## config.mk

```make
export PLATFORM = sky130hd
export DESIGN_NAME = imm_extend_queue
export DESIGN_NICKNAME = d
export VERILOG_FILES = /design/src/rtl/imm_extend_queue.sv
export SDC_FILE = /design/constraint.sdc
export NUM_CORES = 1
export LEC_CHECK = 0
export BUFFER_PORTS_ARGS = -buffer_cell sky130_fd_sc_hd__buf_2
export CAP_MARGIN = 5
export CORE_MARGIN = 3
export CORE_UTILIZATION = 61
export CTS_CLUSTER_SIZE = 20
export DETAILED_ROUTE_END_ITERATION = 10
export GPL_TIMING_DRIVEN = 0
export PLACE_DENSITY_LB_ADDON = 0.12
export REMOVE_ABC_BUFFERS = 1
export SYNTH_ARGS = -nofsm -noshare
export SYNTH_HDL_FRONTEND = slang
export SYNTH_SLANG_ARGS = --single-unit
```

## constraint.sdc

```tcl
create_clock -name clk -period 7.4 [get_ports clk]
set_input_delay 0.74 -clock clk [delete_from_list [all_inputs] [get_ports clk]]
set_output_delay 0.74 -clock clk [all_outputs]
set_load 0.02 [all_outputs]
```

## src/rtl/imm_extend_queue.sv

```systemverilog
// Immediate/displacement extender feeding a small result FIFO.
// Extension happens at push time; the head entry is held in output registers.
module imm_extend_queue #(
  parameter int IN_W  = 30,
  parameter int OUT_W = 32,
  parameter int DEPTH = 2
) (
  input  logic                     clk,
  input  logic                     reset,
  input  logic                     in_valid,
  output logic                     in_ready,
  input  logic [IN_W-1:0]          in_field,
  input  logic [2:0]               in_mode,
  output logic                     out_valid,
  input  logic                     out_ready,
  output logic [OUT_W-1:0]         out_data,
  output logic                     out_err,
  output logic [$clog2(DEPTH):0]   count
);

  localparam int AW = $clog2(DEPTH);
  localparam int CW = AW + 1;
  localparam bit DISP30_OK = (IN_W >= 30);

  logic [OUT_W-1:0] ext_data;
  logic             ext_err;
  logic [29:0]      f30;

  logic [OUT_W:0]   mem [DEPTH];
  logic [AW-1:0]    rd_ptr, wr_ptr, rd_next;
  logic [CW-1:0]    count_next;
  logic             push, pop;

  always_comb begin
    f30      = 30'(in_field);
    ext_data = '0;
    ext_err  = 1'b0;
    case (in_mode)
      3'b000: ext_data = OUT_W'($signed(in_field[12:0]));
      3'b001: ext_data = OUT_W'(in_field[12:0]);
      3'b010: ext_data = OUT_W'($signed(in_field[21:0])) << 2;
      3'b011: begin
        if (DISP30_OK) ext_data = OUT_W'($signed(f30)) << 2;
        else           ext_err  = 1'b1;
      end
      3'b100: ext_data = OUT_W'(in_field[21:0]) << (OUT_W - 22);
      default: ext_err = 1'b1;
    endcase
  end

  assign in_ready  = (count < CW'(DEPTH));
  assign out_valid = (count != '0);
  assign push      = in_valid && in_ready;
  assign pop       = out_valid && out_ready;
  assign rd_next   = rd_ptr + AW'(pop);

  always_comb begin
    count_next = count;
    case ({push, pop})
      2'b10:   count_next = count + CW'(1);
      2'b01:   count_next = count - CW'(1);
      default: count_next = count;
    endcase
  end

  always_ff @(posedge clk) begin
    if (push) mem[wr_ptr] <= {ext_err, ext_data};
  end

  always_ff @(posedge clk or posedge reset) begin
    if (reset) begin
      rd_ptr   <= '0;
      wr_ptr   <= '0;
      count    <= '0;
      out_data <= '0;
      out_err  <= 1'b0;
    end else begin
      rd_ptr <= rd_next;
      wr_ptr <= wr_ptr + AW'(push);
      count  <= count_next;
      // New head is either the entry being written this edge or one already stored.
      if (pop || (push && count == '0)) begin
        if (push && rd_next == wr_ptr)
          {out_err, out_data} <= {ext_err, ext_data};
        else if (count_next != '0)
          {out_err, out_data} <= mem[rd_next];
      end
    end
  end

endmodule

```

; ---- Word-level counts from Yosys, hierarchy flattened
; Memories as Yosys holds them, arrays and structs flattened. A register that Yosys moved wholly into a read port is not among the register bits.
; Cells that the tools add are included.
[totals]
n_memories = 1
reg_bits = 4
in_bits = 37
ramBits = 66
rom_bits = 0
out_inout_bits = 37
latchBits = 0
elab_cells = 33
[classes]
add_sub_neg = 4
mul = 0
n_lt_le_gt_ge = 1
n_div = 0
n_reduce_logical = 12
n_bitwise = 0
n_eq_ne = 7
mux = 5
shifts = 0
[mem_list]
columns = memory, words, width, read_ports, rd_ports_with_merged_regs, write_ports, line
row1 = mem, 2, 33, 1, 1, 1, 29  ; logic [OUT_W:0] mem [DEPTH];
[op_table]
columns = cell, count
row1 = 32-bit one-hot mux with 5 select lines, 1
row2 = 3-bit by 2-bit equality test with 1-bit output (second input constant), 2
row3 = 2-bit nonzero test, 3
row4 = 5-bit OR reduction, 1
row5 = 1-bit logical AND, 4
row6 = 2-bit one-hot mux with 2 select lines, 1
row7 = 3-bit by 1-bit equality test with 1-bit output (second input constant), 1
row8 = 3-bit equality test (second input constant), 1
row9 = 3-bit logical NOT, 1
row10 = 1-bit two-way mux, 3
row11 = 1-bit adder, 2
row12 = 2-bit by 1-bit adder with 2-bit output (second input constant), 1
row13 = 2-bit by 1-bit equality test with 1-bit output (second input constant), 1
row14 = 2-bit equality test (second input constant), 1
row15 = 2-bit logical NOT, 1
row16 = 2-bit < comparator (second input constant), 1
row17 = 2-bit AND reduction, 1
row18 = 2-bit by 1-bit subtractor with 2-bit output (second input constant), 1
row19 = 1-bit equality test, 1
row20 = 1-bit logical OR, 1

; ---- Depth between registers and ports, before layout
; Gate-level depths: netlist of the first run.
[depth]
ltp_word = 7
mapped_depth = 10
depth_no_buf = 8

; ---- Worst setup path after synthesis of the first run
; Ideal clock, no wire load.
[synth_timing]
kind = input to register
startpoint = input port in_valid
endpoint = register out_data[10]
path_stages = 10
n_path_buf = 2
arrival_time_ns = 2.624
required_ns = 7.275
setup_ns = 0.125
slack_ns = 4.651
path_cell_list = nor2b_1 > inv_2 > ha_1 > nor2b_1 > a21oi_1 > a2bb2oi_1 > o21a_1 > buf_2 > buf_4 > mux2_2
[synth_between]
elab_chain_len = 6
word_cells_on_any_way = 10
cone_classes = eq/ne: 2 / mux: 1 / reduce/logical: 7
[synth_lines]
columns = item, line
row1 = from (decl), 10  ; input logic in_valid,
row2 = 1-bit logical AND *, 53  ; assign push = in_valid && in_ready;
row3 = 2-bit by 1-bit equality test with 1-bit output / 2-bit equality test (equally long branches), 59  ; case ({push, pop})
row4 = 2-bit one-hot mux with 2 select lines, 59
row5 = 2-bit nonzero test, 85  ; else if (count_next != '0)
row6 = 2-bit nonzero test (no source line), -
row7 = 2-bit AND reduction (no source line) *, -
row8 = to (signal assigned), 84  ; {out_err, out_data} <= {ext_err, ext_data};
row9 = to (signal assigned), 86  ; {out_err, out_data} <= mem[rd_next];
row10 = to (decl), 16  ; output logic [OUT_W-1:0] out_data,
; Mark *: on every way between the ends. The rest lies on a longest branch, timed or not.

; ---- Final worst setup path of the first run
[layout_timing]
startpoint = input port in_valid
endpoint = register out_data[25]
; The elaborated chain is that of the path after synthesis.

==> results of run 1 <==
area by class of cell:
cell class,count,area [um2],share of cell area [%]
diodes,1,2.50,0.0455
multi-input cells,218,1740,31.7
well taps,99,124,2.25
repair buffers,75,420,7.64
inverters,19,71.3,1.30
flip-flops and latches,103,2910,52.8
clock buffers,10,128,2.32
clock inverters,6,109,1.98
stage by stage:
| stage | utilization, % | hold slack (ps) | area [um2] | power, mW |
|---|---|---|---|---|
| global placement | 69.8 | 463 | 5190 | 1.87 |
| detailed placement | 70.7 | 478 | 5270 | 1.95 |
| floorplan | - | 518 | 4710 | 1.62 |
| global route | 73.9 | 524 | 5500 | 2.47 |
| finish | 73.9 | 501 | 5510 | 2.34 |
| CTS | 73.9 | 504 | 5500 | 2.36 |
worst paths after layout:
kind	to	slack [ps]	cells past startpoint
worst min-delay path	out_data[0]	500	1
worst max register to register	out_data[25]	4030	9
max in group asynchronous	out_data[17]	6330	2
worst min register to register	out_data[0]	500	1
min in group asynchronous	out_data[14]	530	2
worst max-delay path	out_data[25]	4020	10
layer usage:
metal  vias up  wire, um
met1      1499      4060
met5         -         0
li1       1449         -
met3        20       596
met2       128      5050
met4         0       204
cell families (layout without fill, tap and decap cells):
group,Yosys count,in the layout,share of synthesized area [%]
buf+inv,38,110,3.49
flops,103,103,60.6
simple gates,61,61,5.71
compound gates,61,61,8.36
fa+ha+maj,3,3,0.782
xor+xnor,5,5,1.07
other cells,0,1,0
mux,88,88,20.0
cell usage after synthesis (2+ instances only):
cell type	number	share of area (%)
sky130_fd_sc_hd__o21ai_1	3	0.31
sky130_fd_sc_hd__nor3_1	2	0.21
sky130_fd_sc_hd__xnor2_1	2	0.36
sky130_fd_sc_hd__buf_4	5	0.78
sky130_fd_sc_hd__mux2_2	57	13
sky130_fd_sc_hd__clkbuf_1	8	0.63
sky130_fd_sc_hd__a211o_1	7	1.3
sky130_fd_sc_hd__inv_1	15	1.2
sky130_fd_sc_hd__mux2i_1	23	4.8
sky130_fd_sc_hd__nor2_1	15	1.2
sky130_fd_sc_hd__ha_1	3	0.78
sky130_fd_sc_hd__nand2b_1	2	0.26
sky130_fd_sc_hd__mux2_1	8	1.9
sky130_fd_sc_hd__a21o_1	2	0.31
sky130_fd_sc_hd__nor2b_1	6	0.78
sky130_fd_sc_hd__inv_2	4	0.31
sky130_fd_sc_hd__o221a_1	2	0.47
sky130_fd_sc_hd__o221ai_1	8	1.5
sky130_fd_sc_hd__a21oi_1	18	1.9
sky130_fd_sc_hd__and2_1	4	0.52
sky130_fd_sc_hd__edfxtp_1	66	41
sky130_fd_sc_hd__o21ai_0	12	1.3
sky130_fd_sc_hd__buf_2	5	0.52
sky130_fd_sc_hd__xor2_1	2	0.36
sky130_fd_sc_hd__nand2_1	26	2.0
sky130_fd_sc_hd__nand3_1	3	0.31
sky130_fd_sc_hd__dfrtp_1	37	19
sky130_fd_sc_hd__a31oi_1	3	0.39
registers in the layout, indices dropped and copies added (netlist names):
name / cells
count: 2
mem: 66
out_data: 32
out_err: 1
rd_ptr: 1
wr_ptr: 1
power groups by stage:
stage                     sequential (mW)  clock, mW  combinational [mW]
after global placement              0.884          0               0.982
final                               0.881      0.413                1.04
after global routing                0.903      0.438                1.13
after detailed placement            0.895          0                1.05
after CTS                           0.883      0.417                1.06
after floorplan                      1.00          0               0.613
==> qor.tcl, run 1 <==
set qor(rsz0062_at_grt) {false}
set qor(initial_utilization_pct) 64.5
set qor(commonest_cells_after_routing_fill_and_taps_aside) {73 x sky130_fd_sc_hd__buf_2, 66 x sky130_fd_sc_hd__edfxtp_1, 57 x sky130_fd_sc_hd__mux2_2}
set qor(p_sw_mw) 0.818
set qor(area_growth_pct) 14.6
set qor(placed_cells) 514
set qor(ratio_of_cells_with_drive_above_1_in_the_final_layout_pct) 36.2
set qor(path_buf_inv) 3
set qor(cts_sinks) 103
set qor(drv.max_cap_violation_count) 0
set qor(met3_track_demand_over_resource_in_global_routing_pct) 3.90
set qor(placeableCoreArea_um2) 7450
set qor(detailroute.via_count) 3096
set qor(clock_power_share_pct) 17.7
set qor(power.internal_mw) 1.52
set qor(ios) 74
set qor(comb_power_share_pct) 44.7
set qor(synthesis.area_um2) 4800
set qor(synthDistinctLibCells) 39
set qor(vdd_drop_max_mv) 0.233
set qor(final_setup_vio_count) 0
set qor(critical_path.most_common_cell) {sky130_fd_sc_hd__nor2b_1}
set qor(yosys_register_bits) 103
set qor(cts_tree) {built}
set qor(sum_of_overflow_across_all_layers_after_global_routing) 0
set qor(design.die.area_um2) 8970
set qor(floorplan.die.width_um) 94.7
set qor(swShare_pct) 35.0
set qor(grt_antenna_before_repair) 0
set qor(grt_start_max_net_pins) 41
set qor(htreeDepth) 3
set qor(worst_slew_pin_slew_ps) 1050
set qor(worst_skew_pair.late_latency_ps) 360
set qor(cts.reportedPaths.clkPinSlew_ps) 90
set qor(final_antenna_net_count) 0
set qor(setup.worst_path.start_class) {input pin}
set qor(power_leakage_nw) 2.29
set qor(timing.clock.skew_ps) 6.68
set qor(cts_repair_resizes) 0
set qor(maxSlewHeadroom_pct) 30.1
set qor(ctsRootBufferMaster) {sky130_fd_sc_hd__clkbuf_8}
set qor(final_period_minus_worst_setup_slack_ps) 3380
set qor(synth-main-ff-cell) {sky130_fd_sc_hd__edfxtp_1}
set qor(groute.usage.overall_pct) 23.6
set qor(run_status) {complete, no violations}
set qor(finalSetupTns_ps) 0
set qor(hold_viol) 0
set qor(drtIter0Drc) 181
set qor(timing.critical_path.to_type) {flip-flop}
set qor(worst_hold_startpoint) {out_data[0]}
set qor(fmax_ghz) 0.296
set qor(wire_length_of_the_first_global_routing_pass_um) 15800
set qor(cp_cell_instances) {buf_2 > nor2b_1 > inv_2 > ha_1 > nor2b_1 > a21oi_1 > a2bb2oi_1 > o21a_1 > buf_16 > mux2_2}
set qor(worst_path_required_time_ps) 7650
set qor(cts_hold_repair.buffers) 0
set qor(place_hpwl_um) 6670
set qor(cts_setup_buffers) 0
set qor(cp_top_family) {compound AO/OA/AOI/OAI gates}
set qor(cts.path.max_buffers) 2
set qor(drt_pass1_iterations) 5
set qor(post_layout_nonfiller_instances) 531
set qor(drt-total-wl_um) 9910
set qor(buffer_ports.inserted) 73
set qor(synthesis.area_per_instance_um2) 13.4
set qor(place_ws_ps) 3750
set qor(vias_per_cell) 5.83
set qor(fin_crit_sh_pct) 45.7
set qor(count_of_fill_cells_added_during_filler_insertion) 528
set qor(globalRouteMet1Util_pct) 29.6
set qor(crit_fanout) 20
set qor(setup.worst_path.start) {in_valid}
set qor(use_met2_pct) 40.0
set qor(gate_count_after_technology_mapping) 359
set qor(fin_ws_ps) 4020
set qor(critical_path.reg2reg.startpoint) {count[1]}
set qor(seq_area_frac_synth_pct) 60.6
set qor(top_usage_layer_grt) {met2}
set qor(critical_path.slowest_cell) {sky130_fd_sc_hd__o21a_1}
set qor(crit_arrival_ps) 3640
set qor(nNetsFinal) 466
set qor(fp-row-count) 31
set qor(final_routed_wire_length_divided_by_cell_count_um) 18.7
set qor(drt_drc_violations_left) 0
set qor(critical_path.max_stage_delay_ps) 790
set qor(synth-async-reset-ratio_pct) 35.9
set qor(hold_removal_path_class) {flip-flop to flip-flop}
set qor(gp_routability_congestion) 0.834
set qor(die_height_um) 94.7
set qor(critical_path_class) {input pin to flip-flop}
set qor(synth-edff-count) 66
set qor(final_common_cell) {sky130_fd_sc_hd__buf_2}
set qor(ys.warnings.count) 0
set qor(numCtsBuffers) 9
set qor(grt_pass1_vias) 3140
set qor(final_max_slew_viol_count) 0
set qor(sequentialPowerShare_pct) 37.7
set qor(p_per_area_nw_per_um2) 425
Note: power is estimated with default switching activity, not from simulation.
==> run 2, diff against run 1 <==
ABC_AREA = 1   (was not set)
CORE_UTILIZATION = 52   (was 61)
clock period = 2.93 ns   (was 7.4 ns; I/O delays follow)
==> run 2 against run 1 <==
Net effect: clock power rose by 97%; worst hold slack got worse by 430 ps; sequential share of layout area fell by 1.4 points; sequential power rose by 150%; cell count rose by 44%; design area rose by 2.8%; clock-buffer cell count fell by 1; largest cell class unchanged.
==> qor.tcl, run 2 <==
set qor(run_status) {complete, no violations}
set qor(drtIter0Drc) 228 ;# +26%
set qor(maxSlewHeadroom_pct) 39.8 ;# +9.7 points
set qor(layout_top_registers) {mem (66), out_data (32), count (2)}
set qor(die_height_um) 104 ;# +9.9%
set qor(finalSetupTns_ps) 0 ;# unchanged
set qor(count_of_fill_cells_added_during_filler_insertion) 845 ;# +60%
set qor(placeableCoreArea_um2) 9280 ;# +25%
set qor(drt_drc_violations_left) 0 ;# unchanged
set qor(synthesis.area_um2) 5000 ;# +4.2%
set qor(p_per_area_nw_per_um2) 1060 ;# +150%
set qor(power_leakage_nw) 2.76 ;# +21%
set qor(crit_arrival_ps) 2940 ;# -700 ps
set qor(detailroute.via_count) 4140 ;# +34%
set qor(seq_area_frac_synth_pct) 58.1 ;# -2.4 points
set qor(gp_routability_congestion) 0.853 ;# +2.3%
set qor(synth-main-ff-cell) {sky130_fd_sc_hd__edfxtp_1}
set qor(critical_path_class) {flip-flop to flip-flop}
set qor(netlist.top_cell.by_area) {sky130_fd_sc_hd__edfxtp_1}
set qor(synth-async-reset-ratio_pct) 35.9 ;# unchanged
set qor(use_met2_pct) 38.4 ;# -1.5 points
set qor(cts.path.max_buffers) 2 ;# unchanged
set qor(nNetsFinal) 672 ;# +44%
set qor(timing.critical_path.to_type) {flip-flop}
set qor(fin_crit_sh_pct) 91.3
set qor(top_register) {mem}
set qor(floorplan.die.width_um) 104 ;# +9.9%
set qor(post-synth-top-area-fraction_pct) 39.6 ;# -1.7 points
set qor(stdcell_area_um2) 5660 ;# +2.8%
set qor(buffer_ports.inserted) 73 ;# unchanged
set qor(cts_sinks) 103 ;# unchanged
set qor(grt_antenna_before_repair) 0 ;# unchanged
set qor(critical_path.most_common_cell) {sky130_fd_sc_hd__nand2_1}
set qor(cp_cell_instances) {inv_2 > nand2_2 > nand3_4 > nand3_1 > nand3_4 > nand2_1 > nand2_4 > nand2_1 > nand2_1}
set qor(vias_per_cell) 5.40 ;# -7.3%
set qor(fin_ws_ps) 255 ;# -3760 ps
set qor(top_usage_layer_grt) {met2}
set qor(place_hpwl_um) 7250 ;# +8.6%
set qor(htreeDepth) 3 ;# unchanged
set qor(largest_register_ffs) 66 ;# unchanged
set qor(antenna_cells_inserted) 0 ;# -1
set qor(groute.usage.overall_pct) 23.7 ;# +0.12 points
set qor(synth-edff-count) 66 ;# unchanged
set qor(gate_count_after_technology_mapping) 574 ;# +60%
set qor(drt-total-wl_um) 12500 ;# +26%
set qor(vdd_drop_max_mv) 0.473 ;# +100%
set qor(design.die.area_um2) 10800 ;# +21%
set qor(cts_tree) {built}
set qor(met3_track_demand_over_resource_in_global_routing_pct) 4.41 ;# +0.50 points
set qor(final_antenna_net_count) 0 ;# unchanged
set qor(worst_path_required_time_ps) 3200 ;# -4450 ps
set qor(ratio_of_cells_with_drive_above_1_in_the_final_layout_pct) 18.1 ;# -18 points
set qor(final_setup_vio_count) 0 ;# unchanged
set qor(critical_path.max_stage_delay_ps) 480 ;# -310 ps
set qor(final.hold.worst_slack_ps) 70.5 ;# -431 ps
set qor(final_routed_wire_length_divided_by_cell_count_um) 16.3 ;# -13%
set qor(placed_cell_area_um2) 5400 ;# +2.5%
set qor(yosys_register_bits) 103 ;# unchanged
set qor(power.total_mw) 5.97 ;# +160%
set qor(worst_skew_pair.late_latency_ps) 370 ;# about the same
set qor(numCtsBuffers) 9 ;# unchanged
set qor(cts.reportedPaths.clkPinSlew_ps) 100 ;# about the same
set qor(path_buf_inv) 1 ;# -2
set qor(synth_top_cells_by_count) {271 x sky130_fd_sc_hd__nand2_1, 92 x sky130_fd_sc_hd__nand3_1, 66 x sky130_fd_sc_hd__edfxtp_1, 37 x sky130_fd_sc_hd__dfrtp_1, 22 x sky130_fd_sc_hd__inv_1}
set qor(cell_with_the_most_instances_after_synthesis) {sky130_fd_sc_hd__nand2_1}
set qor(globalRouteMet1Util_pct) 32.4 ;# +2.8 points
set qor(final_common_cell) {sky130_fd_sc_hd__nand2_1}
set qor(crit_fanout) 36 ;# +80%
set qor(place_ws_ps) -639 ;# -4380 ps
set qor(ios) 74 ;# unchanged
set qor(initial_utilization_pct) 53.9 ;# -11 points
set qor(synth_top_cells_by_area) {sky130_fd_sc_hd__edfxtp_1 40%, sky130_fd_sc_hd__nand2_1 20%, sky130_fd_sc_hd__dfrtp_1 19%}
set qor(timing.clock.skew_ps) 12.7 ;# +5.98 ps
set qor(worst_slew_pin_slew_ps) 903 ;# -142 ps
set qor(hold_removal_path_class) {input pin to async pin}
set qor(grt_start_max_net_pins) 38 ;# -7.3%
set qor(area_growth_pct) 13.1
set qor(grt_pass1_vias) 3984 ;# +27%
set qor(ctsRootBufferMaster) {sky130_fd_sc_hd__clkbuf_8}
set qor(cp_top_family) {simple AND/OR/NAND/NOR gates}
set qor(drt_pass1_iterations) 5 ;# unchanged
set qor(fmax_ghz) 0.374
set qor(wire_length_of_the_first_global_routing_pass_um) 20500 ;# +30%
set qor(critical_path.slowest_cell) {sky130_fd_sc_hd__dfrtp_1}
set qor(synthDistinctLibCells) 27 ;# -31%
set qor(setup.worst_path.start_class) {flip-flop}
set qor(drv.max_cap_violation_count) 0 ;# unchanged
set qor(hold_viol) 0 ;# unchanged
set qor(final_period_minus_worst_setup_slack_ps) 2670
set qor(final_max_slew_viol_count) 0 ;# unchanged
set qor(fp-row-count) 35 ;# +13%
set qor(ys.warnings.count) 0 ;# unchanged
set qor(commonest_cells_after_routing_fill_and_taps_aside) {270 x sky130_fd_sc_hd__nand2_1, 92 x sky130_fd_sc_hd__nand3_1, 73 x sky130_fd_sc_hd__buf_2}
set qor(sum_of_overflow_across_all_layers_after_global_routing) 0 ;# unchanged
set qor(synthesis.area_per_instance_um2) 8.72 ;# -35%
run 2: cell count changes after synthesis, sizes merged, moves of 8 or more:
cell    change
a21oi      -17
buf         +9
mux2       -65
mux2i      -23
nand2     +249
nand3      +92
nand4      +15
o21ai      -13
o221ai      -8
run 2: worst reg2reg max path: stages (launching register included):
cell and delay (ps):
sky130_fd_sc_hd__dfrtp_1 480, sky130_fd_sc_hd__inv_2 80, sky130_fd_sc_hd__nand2_2 110, sky130_fd_sc_hd__nand3_4 410
sky130_fd_sc_hd__nand3_1 310, sky130_fd_sc_hd__nand3_4 440, sky130_fd_sc_hd__nand2_1 270, sky130_fd_sc_hd__nand2_4 250
sky130_fd_sc_hd__nand2_1 160, sky130_fd_sc_hd__nand2_1 60
run 2: final timing paths:
check,start,end,slack (ps),cells past startpoint
min in group clk,in_field[13],mem[1][23],290,3
worst max-delay path,count[1],out_data[6],260,9
worst min register to register,out_data[7],out_data[7],480,2
max in group asynchronous,reset,out_data[7],2340,2
worst min-delay path,reset,out_data[1],70,2
worst max register to register,count[1],out_data[6],260,9
run 2: final cells by class:
cell class	instances	area (um2)	area share (%)
inverters	26	97.6	1.72
well taps	129	161	2.85
clock inverters	7	47.5	0.840
clock buffers	9	124	2.19
multi-input cells	414	1890	33.4
repair buffers	78	428	7.56
flip-flops and latches	103	2910	51.4
run 2: timing repair:
item / CTS / global route
hold buffers: 0 / 0
gates cloned: 1 / 0
setup endpoints to repair: 33 / 33
pin swaps: 1 / 2
resized for setup: 5 / 2
setup buffers: 1 / 3
run 2: where the power goes:
group          leakage, nW  switching (mW)  internal [mW]
Combinational         1.59            2.07          0.889
Sequential            1.09           0.172           2.03
Clock               0.0854           0.503          0.309
Total                 2.76            2.74           3.23
run 2: layer usage:
metal  vias up  wire length [um]
met5         -                 0
met4         0               252
met3        20               947
met2       191              5870
met1      1908              5410
li1       2021                 -
run 2: logic make-up (layout without fill, tap and decap cells):
group,after synthesis,in the layout,synth area share [%]
simple gates,395,395,33.6
flops,103,103,58.1
buf+inv,58,120,5.25
compound gates,14,15,2.08
fa+ha+maj,3,3,0.750
xor+xnor,1,1,0.175
run 2: through the flow:
stage	utilization, %	instances
after floorplan	-	542
after global placement	57.8	744
after detailed placement	58.1	745
after CTS	60.6	763
after global routing	60.9	766
final	60.9	766
